===== src/rtl/bist_pkg.sv =====
// Shared definitions for the ALU BIST stimulus controller and its signature
// compactor: LFSR polynomial taps, the LFSR step function, default seeds and
// the controller state encoding.
package bist_pkg;

  localparam int LFSR_W = 32;

  // Feedback taps of the 32-bit Fibonacci LFSR used by both generator and MISR.
  localparam int TAP_3 = 31;
  localparam int TAP_2 = 21;
  localparam int TAP_1 = 1;
  localparam int TAP_0 = 0;

  // SEED_A_DEFAULT matches the compactor's reseed value.
  localparam logic [LFSR_W-1:0] SEED_A_DEFAULT = 32'h0000ACE1;
  localparam logic [LFSR_W-1:0] SEED_B_DEFAULT = 32'h1D872B41;

  typedef enum logic [2:0] {
    IDLE,
    LOAD,
    RUN,
    DRAIN,
    DONE
  } state_t;

  // One shift of the LFSR: feedback enters at bit 0.
  function automatic logic [LFSR_W-1:0] lfsr32_next(input logic [LFSR_W-1:0] s);
    return {s[LFSR_W-2:0], s[TAP_3] ^ s[TAP_2] ^ s[TAP_1] ^ s[TAP_0]};
  endfunction

endpackage


===== src/rtl/bist_lfsr32.sv =====
// 32-bit pattern LFSR with synchronous seed load.
// Ports:
//   clk      clock
//   rst      synchronous active-low reset (state cleared to 0)
//   load     load seed this edge (has priority over advance)
//   advance  step the LFSR this edge
//   seed     value loaded by load
//   state    current LFSR contents
module bist_lfsr32
  import bist_pkg::*;
(
  input  logic              clk,
  input  logic              rst,
  input  logic              load,
  input  logic              advance,
  input  logic [LFSR_W-1:0] seed,
  output logic [LFSR_W-1:0] state
);

  // NOTE: state registers use non-blocking assignments so every flop samples
  // pre-edge values regardless of block evaluation order.
  always_ff @(posedge clk) begin
    if (!rst) begin
      state <= '0;
    end else if (load) begin
      state <= seed;
    end else if (advance) begin
      state <= lfsr32_next(state);
    end
  end

endmodule


===== src/rtl/bist_tpg_ctrl.sv =====
// Stimulus-side BIST controller for the primary ALU. A run reseeds the
// compactor (misr_rst_n pulse), presents PATTERN_COUNT LFSR operand pairs with
// cycling opcodes, frames the ALU response window with test_en (delayed by the
// ALU latency) and finishes with a one-cycle test_done compare strobe.
// Ports:
//   clk, rst     clock, synchronous active-low reset
//   start        begin a run (only honoured in IDLE)
//   abort        cancel a busy run without issuing test_done
//   op_a, op_b   ALU operands
//   alu_ctrl     ALU opcode, cycles 0..NUM_OPS-1
//   test_en      compactor accumulate enable
//   test_done    compactor compare strobe
//   misr_rst_n   compactor reseed, active low
//   busy         run in progress
module bist_tpg_ctrl
  import bist_pkg::*;
#(
  parameter int                PATTERN_COUNT = 256,
  parameter int                NUM_OPS       = 10,
  parameter int                PIPE_LAT      = 0,
  parameter logic [LFSR_W-1:0] SEED_A        = SEED_A_DEFAULT,
  parameter logic [LFSR_W-1:0] SEED_B        = SEED_B_DEFAULT
) (
  input  logic              clk,
  input  logic              rst,
  input  logic              start,
  input  logic              abort,
  output logic [LFSR_W-1:0] op_a,
  output logic [LFSR_W-1:0] op_b,
  output logic [3:0]        alu_ctrl,
  output logic              test_en,
  output logic              test_done,
  output logic              misr_rst_n,
  output logic              busy
);

  localparam int               CNT_W    = $clog2(PATTERN_COUNT + 1);
  localparam logic [CNT_W-1:0] LAST_PAT = CNT_W'(PATTERN_COUNT - 1);
  localparam logic [3:0]       LAST_OP  = 4'(NUM_OPS - 1);
  localparam logic [1:0]       LAST_DRN = 2'(PIPE_LAT - 1);

  state_t           state;
  logic [CNT_W-1:0] pat_cnt;
  logic [1:0]       drain_cnt;
  logic             run_q;      // high exactly during RUN cycles
  logic             kill;       // abort is only meaningful while busy
  logic             last_pat;
  logic             lfsr_load;
  logic             lfsr_adv;

  assign kill     = abort && (state != IDLE);
  assign last_pat = (pat_cnt == LAST_PAT);

  // Seeds land on the LOAD->RUN edge so the first RUN cycle shows them. The
  // final RUN edge does not step, so DRAIN holds the last presented pattern.
  assign lfsr_load = (state == LOAD) && !abort;
  assign lfsr_adv  = (state == RUN) && !abort && !last_pat;

  bist_lfsr32 u_lfsr_a (
    .clk     (clk),
    .rst     (rst),
    .load    (lfsr_load),
    .advance (lfsr_adv),
    .seed    (SEED_A),
    .state   (op_a)
  );

  bist_lfsr32 u_lfsr_b (
    .clk     (clk),
    .rst     (rst),
    .load    (lfsr_load),
    .advance (lfsr_adv),
    .seed    (SEED_B),
    .state   (op_b)
  );

  always_ff @(posedge clk) begin
    if (!rst) begin
      state      <= IDLE;
      pat_cnt    <= '0;
      drain_cnt  <= '0;
      alu_ctrl   <= '0;
      run_q      <= 1'b0;
      test_done  <= 1'b0;
      busy       <= 1'b0;
      misr_rst_n <= 1'b1;
    end else if (kill) begin
      // Operands and opcode deliberately hold their current values.
      state      <= IDLE;
      pat_cnt    <= '0;
      drain_cnt  <= '0;
      run_q      <= 1'b0;
      test_done  <= 1'b0;
      busy       <= 1'b0;
      misr_rst_n <= 1'b1;
    end else begin
      case (state)
        IDLE: begin
          test_done <= 1'b0;
          busy      <= 1'b0;
          if (start) begin
            state      <= LOAD;
            misr_rst_n <= 1'b0;
            busy       <= 1'b1;
          end
        end
        LOAD: begin
          misr_rst_n <= 1'b1;
          alu_ctrl   <= '0;
          pat_cnt    <= '0;
          run_q      <= 1'b1;
          state      <= RUN;
        end
        RUN: begin
          pat_cnt <= pat_cnt + 1'b1;
          if (last_pat) begin
            run_q     <= 1'b0;
            drain_cnt <= '0;
            if (PIPE_LAT == 0) begin
              state     <= DONE;
              test_done <= 1'b1;
            end else begin
              state <= DRAIN;
            end
          end else begin
            alu_ctrl <= (alu_ctrl == LAST_OP) ? 4'd0 : alu_ctrl + 4'd1;
          end
        end
        DRAIN: begin
          drain_cnt <= drain_cnt + 2'd1;
          if (drain_cnt == LAST_DRN) begin
            state     <= DONE;
            test_done <= 1'b1;
          end
        end
        DONE: begin
          test_done <= 1'b0;
          busy      <= 1'b0;
          state     <= IDLE;
        end
        default: state <= IDLE;
      endcase
    end
  end

  // test_en is run_q delayed by the ALU latency so the compactor accumulates
  // exactly the results belonging to the presented patterns.
  generate
    if (PIPE_LAT == 0) begin : g_no_delay
      assign test_en = run_q;
    end else begin : g_delay
      logic [PIPE_LAT-1:0] en_pipe;

      always_ff @(posedge clk) begin
        if (!rst || kill) begin
          en_pipe <= '0;
        end else begin
          en_pipe <= (en_pipe << 1) | PIPE_LAT'(run_q);
        end
      end

      assign test_en = en_pipe[PIPE_LAT-1];
    end
  endgenerate

endmodule

===== config.mk =====
export PLATFORM = sky130hd
export DESIGN_NAME = bist_tpg_ctrl
export DESIGN_NICKNAME = d
export VERILOG_FILES = /design/src/rtl/bist_pkg.sv /design/src/rtl/bist_lfsr32.sv /design/src/rtl/bist_tpg_ctrl.sv
export SDC_FILE = /design/constraint.sdc
export NUM_CORES = 1
export LEC_CHECK = 0
export ABC_AREA = 1
export BUFFER_PORTS_ARGS = -buffer_cell sky130_fd_sc_hd__buf_2
export CAP_MARGIN = 20
export CELL_PAD_IN_SITES_DETAIL_PLACEMENT = 1
export CELL_PAD_IN_SITES_GLOBAL_PLACEMENT = 1
export CORE_ASPECT_RATIO = 0.5
export CORE_MARGIN = 2
export CORE_UTILIZATION = 35
export DETAILED_ROUTE_END_ITERATION = 8
export PLACE_DENSITY_LB_ADDON = 0.08
export SLEW_MARGIN = 15
export SYNTH_ARGS = -nofsm -noshare
export SYNTH_HDL_FRONTEND = slang
export SYNTH_HIERARCHICAL = 1
export SYNTH_SLANG_ARGS = --single-unit
export TNS_END_PERCENT = 5

===== constraint.sdc =====
create_clock -name clk -period 2.5 [get_ports clk]
set_clock_uncertainty 0.15 [all_clocks]
set_input_delay 0.125 -clock clk [delete_from_list [all_inputs] [get_ports clk]]
set_output_delay 0.125 -clock clk [all_outputs]
set_load 0.03 [all_outputs]

# Word-level counts from Yosys, hierarchy flattened

Cells that the tools add are included.

Register bits: 86
Input port bits: 4
Output and inout port bits: 72
Word-level logic and storage cells: 80

Add/sub/neg operators: 3
Equal/unequal tests: 11
Mux-type cells: 23
Bitwise gates (word level): 8
Reduce and logical (&&, ||, !) cells: 23

Operator list:

| operator            | number |
|---|---|
| $mux 29             | 2 |
| $mux 16             | 2 |
| $pmux 9 s2          | 1 |
| $pmux 3 s4          | 1 |
| $reduce_bool 2->1   | 5 |
| $add 9x1->9 const B | 1 |
| $eq 9x8->1 const B  | 1 |
| $mux 3              | 3 |
| $reduce_and 3->1    | 3 |
| $mux 4              | 2 |
| $ne 2x2->1 const B  | 4 |
| $pmux 4 s2          | 1 |
| $eq 3x2->1 const B  | 2 |
| $pmux 1 s2          | 3 |
| $reduce_and 2->1    | 3 |
| $reduce_bool 3->1   | 2 |
| $reduce_or 2->1     | 3 |
| $xor 1x1->1         | 6 |
| $mux 1              | 5 |
| $add 4x1->4 const B | 1 |
| $eq 4x4->1 const B  | 1 |
| $logic_and 1x1->1   | 4 |
| $pmux 2 s2          | 1 |
| $eq 3x1->1 const B  | 1 |
| other kinds (8)     | 10 |

# Longest topological paths before layout

Depth in word-level cells: 5
Depth in mapped cells: 15
Gate-level depth less buffers: 14

# Hierarchy

Netlist, hierarchy kept.

By module, submodules not included:

| module        | instances | cells an instance | area each (µm²) | seq. area each (µm²) |
|---|---|---|---|---|
| bist_lfsr32   | 2         | 252               | 1570.3          | 640.6 |
| bist_tpg_ctrl | 1         | 151               | 1121.1          | 440.4 |

# Worst setup path before layout

Ideal clock, no wire load.

Path kind: register -> register
Start: register pat_cnt[0]
End: register u_lfsr_a.state[10]
Library setup time: 57 ps
Arrival time: 2281 ps
Data required time: 2293 ps
Path slack: 12 ps
Stages on the path, launching flop included: 16
Buffers on the path: 1
Clock period less this slack: 2488 ps
Path through: dfxtp_1 ha_1 nand2_1 nor2_1 nand3_1 nor2_1 ha_1 or2_4 nor2_1 inv_2 nor2_4 buf_2 nand2_1 nand3_1 nand2_1 inv_1

Cells in the longest elaborated chain, start to end: 4

Ends and longest elaborated chain:

| element                            | line                 | source |
|---|---|---|
| from (decl)                        | bist_tpg_ctrl.sv:43  | `logic [CNT_W-1:0] pat_cnt;` |
| from (signal assigned)             | bist_tpg_ctrl.sv:115 | `pat_cnt <= pat_cnt + 1'b1;` |
| $eq 9x8->1                         | bist_tpg_ctrl.sv:52  | `assign last_pat = (pat_cnt == LAST_PAT);` |
| $logic_not 1->1                    | bist_tpg_ctrl.sv:57  | `assign lfsr_adv = (state == RUN) && !abort && !last_pat;` |
| $logic_and 1x1->1                  | bist_tpg_ctrl.sv:57  |  |
| via lfsr_adv                       | bist_tpg_ctrl.sv:49  | `logic lfsr_adv;` |
| $reduce_bool 2->1 (no source line) | n/a                  |  |
| to (signal assigned)               | bist_lfsr32.sv:28    | `state <= lfsr32_next(state);` |
| to (decl)                          | bist_lfsr32.sv:17    | `output logic [LFSR_W-1:0] state` |

The timed path passes the listed nets, and every way through them passes these cells.
A chain may end at the register's enable or synchronous reset.

# Worst setup path after layout

Start: register pat_cnt[4]
End: register u_lfsr_b.state[3]

Cells in the longest elaborated chain, start to end: 3

Ends and longest elaborated chain:

| element              | line |
|---|---|
| $eq 9x8->1           | bist_tpg_ctrl.sv:52 |
| $logic_not 1->1      | bist_tpg_ctrl.sv:57 |
| $logic_and 1x1->1    | bist_tpg_ctrl.sv:57 |
| via lfsr_adv         | bist_tpg_ctrl.sv:49 |
| to (signal assigned) | bist_lfsr32.sv:28 |
| to (decl)            | bist_lfsr32.sv:17 |

The timed path passes the listed nets, and every way through them passes these cells.

==> flow_summary.toml <==
[clock_tree]
insertion_delay_ps = 340
clkTransAtPathRegs_ps = 60
cts_num_sinks = 86
cts.path.max_buffers = 2
cts_tree = "built"
h-tree-depth = 3
root_buffer = "clkbuf_16"
cts_buffers = 9

[drt]
drt-total-wl_mm = 11.8
remaining_drc_errors = 0
drtAntennaViolNets = 0
firstDrtPassIters = 4
vias = 4273
wl_per_cell_um = 12.1
viasPerCell = 4.39
drt_iter0_drc = 162

[placement]
place_area_mm2 = 0.00508
place_congestion = 0.777
portBuffers = 75
dp_slack_ps = 38.1
dp_hpwl_mm = 7.82

[cells_and_area]
final_cell_area_mm2 = 0.00565
area_growth_pct = 32.6
final_common_cell = "nand2_1"
drive_above_1_share_pct = 19.7
fillers = 1628
fin_util_pct = 47.7
final_nets = 814
layout_common_cells = "297 x nand2_1, 84 x dfxtp_1, 79 x inv_1"
diodes = 0

[synthesis]
async_flop_share_pct = 0
synthFlopType = "dfxtp_1"
synth-seq-cells = 86
yosysWarnings = 6
synth-seq-area-share_pct = 40.4
ys_types = 35
synth_edf_count = 0
synth_cells = 655
synth_area_mm2 = 0.00426
avgSynthCellArea_um2 = 6.51

[global_route]
grt_antenna_before_repair = 0
gr-total-overflow = 0
grt_pass1_vias = 4051
grt_use_total_pct = 17.6
grt_pass1_wl_mm = 18.5
grt_max_degree = 39

[setup_path]
rrSetupSlack_ps = 100
critPathArrivalTime_ps = 2530
critPathCaptureType = "flip-flop"
criticalPathCategory = "flip-flop to flip-flop"
regToRegStartpoint = "pat_cnt[4]"
cp-start-kind = "flip-flop"
reg2reg_depth = 15
crit_required_ps = 2630
timing.rr.end = "u_lfsr_b/state[3]"
crit_path_max_fanout = 8

[timing]
fin_crit_ps = 2400
fmax_mhz = 417
fin_crit_sh_pct = 96.0
whs_ps = 129
worstMarginPinSlew_ps = 548
slew_violations = 0
setup_violations = 0
maxSlewHeadroom_pct = 63.4
final_hold_viol_count = 0
rsz0062_at_grt = "yes"
layout_setup_ws_ps = 100

[worst_hold_path]
hold_path_end = "pat_cnt[1]"
min_path_cells = 3
hold_path_startpoint = "rst"
hp-class = "input port to flip-flop"

[job]
maxCapViolCount = 0

[floorplan]
initial_core_util_pct = 36.0
dieArea_mm2 = 0.0131
ios = 76
die_h_um = 82.0
core_mm2 = 0.0118
row_count = 28
die_w_um = 160

[pwr]
p_per_area_mw_per_mm2 = 656
power_leakage_nw = 3.11
vdd_ir_drop_max_v = 0.000313

[status]
status = "finished clean"
worst max-delay path by stage:
| stage | startpoint | end |
|---|---|---|
| 2_1_floorplan | pat_cnt[0] | u_lfsr_a/state[10] |
| 3_3_place_gp | pat_cnt[0] | u_lfsr_a/state[19] |
| 3_5_place_dp | pat_cnt[0] | u_lfsr_a/state[12] |
| 4_1_cts | pat_cnt[0] | u_lfsr_a/state[3] |
| 5_1_grt | pat_cnt[4] | u_lfsr_b/state[3] |
| 6_report | pat_cnt[4] | u_lfsr_b/state[3] |
layout make-up:
| class | instances | area (um^2) | share of cell area [%] |
|---|---|---|---|
| clock buffers | 11 | 233 | 4.12 |
| clock inverters | 4 | 72.6 | 1.28 |
| inverters | 91 | 347 | 6.13 |
| multi-input cells | 513 | 2330 | 41.2 |
| flip-flops and latches | 86 | 1730 | 30.6 |
| well taps | 165 | 206 | 3.65 |
| repair buffers | 104 | 738 | 13.1 |
per-layer routing:
layer  share of wire [%]  global-route usage [%]
met1                  48                    21.1
met2                  48                    31.9
met3                 3.6                    4.44
met4                0.50                    4.86
met5                   0                       0
what timing repair did:
action / in CTS / in global routing
endpoints found under the hold margin: 2 / 0
setup endpoints to repair: 1 / 64
hold buffers: 1 / 0
gates cloned: 0 / 5
pin swaps: 0 / 8
gates resized for setup: 1 / 22
setup buffers: 0 / 8
worst max-delay path, cell delays in order, from the launching register on:
cell	delay (ps)
dfxtp_1	390
nand2_1	140
nor2_4	140
nand3_2	80
nor2_2	120
ha_2	180
or2_4	130
nor2_4	30
buf_6	120
buf_4	130
nor2_4	250
clkbuf_16	220
nand2_1	60
nand3_1	80
nand2_1	60
inv_1	60
metrics by stage:
stage          power (mW)  TNS [ps]  std cells
4_1_cts              3.69         0        961
5_1_grt              3.91      -503        974
6_report             3.71         0        974
3_5_place_dp         2.25         0        945
3_3_place_gp         2.25         0        945
2_1_floorplan        2.05         0        717
kinds of logic (layout without fill, tap and decap cells):
group | Yosys count | after routing | share of synthesized area, %
simple gates | 404 | 404 | 40.3
buf+inv | 118 | 210 | 11.7
flops | 86 | 86 | 40.4
compound gates | 39 | 39 | 5.70
fa+ha+maj | 5 | 5 | 1.47
other cells | 2 | 64 | 0.176
xor+xnor | 1 | 1 | 0.206
cells in the mapped netlist, types with 4 or more instances:
library cell	number	area share (%)
a21oi_1	18	2.1
buf_2	17	2.0
buf_6	4	1.1
clkbuf_1	4	0.35
dfxtp_1	86	40
ha_1	5	1.5
inv_1	79	7.0
inv_2	11	0.97
nand2_1	298	26
nand3_1	68	8.0
nor2_1	15	1.3
nor2_4	5	1.3
nor3_1	4	0.47
o211ai_2	4	1.2
o21ai_0	5	0.59
o21ai_1	4	0.47
power breakdown:
group / leakage [nW] / switching (mW) / internal (mW) / total (mW)
registers: 0.698 / 0.0695 / 1.45 / 1.51
logic: 2.27 / 0.513 / 0.269 / 0.782
clock network: 0.146 / 0.540 / 0.869 / 1.41
total: 3.11 / 1.12 / 2.58 / 3.71
sequential cells by signal (all words and copies together), names as in the netlist:
signal	count
u_lfsr_a/state	32
u_lfsr_b/state	32
pat_cnt	9
alu_ctrl	4
state	3
drain_cnt	2
busy	1
misr_rst_n	1
test_done	1
test_en	1
(Power assumes the default switching activity.)
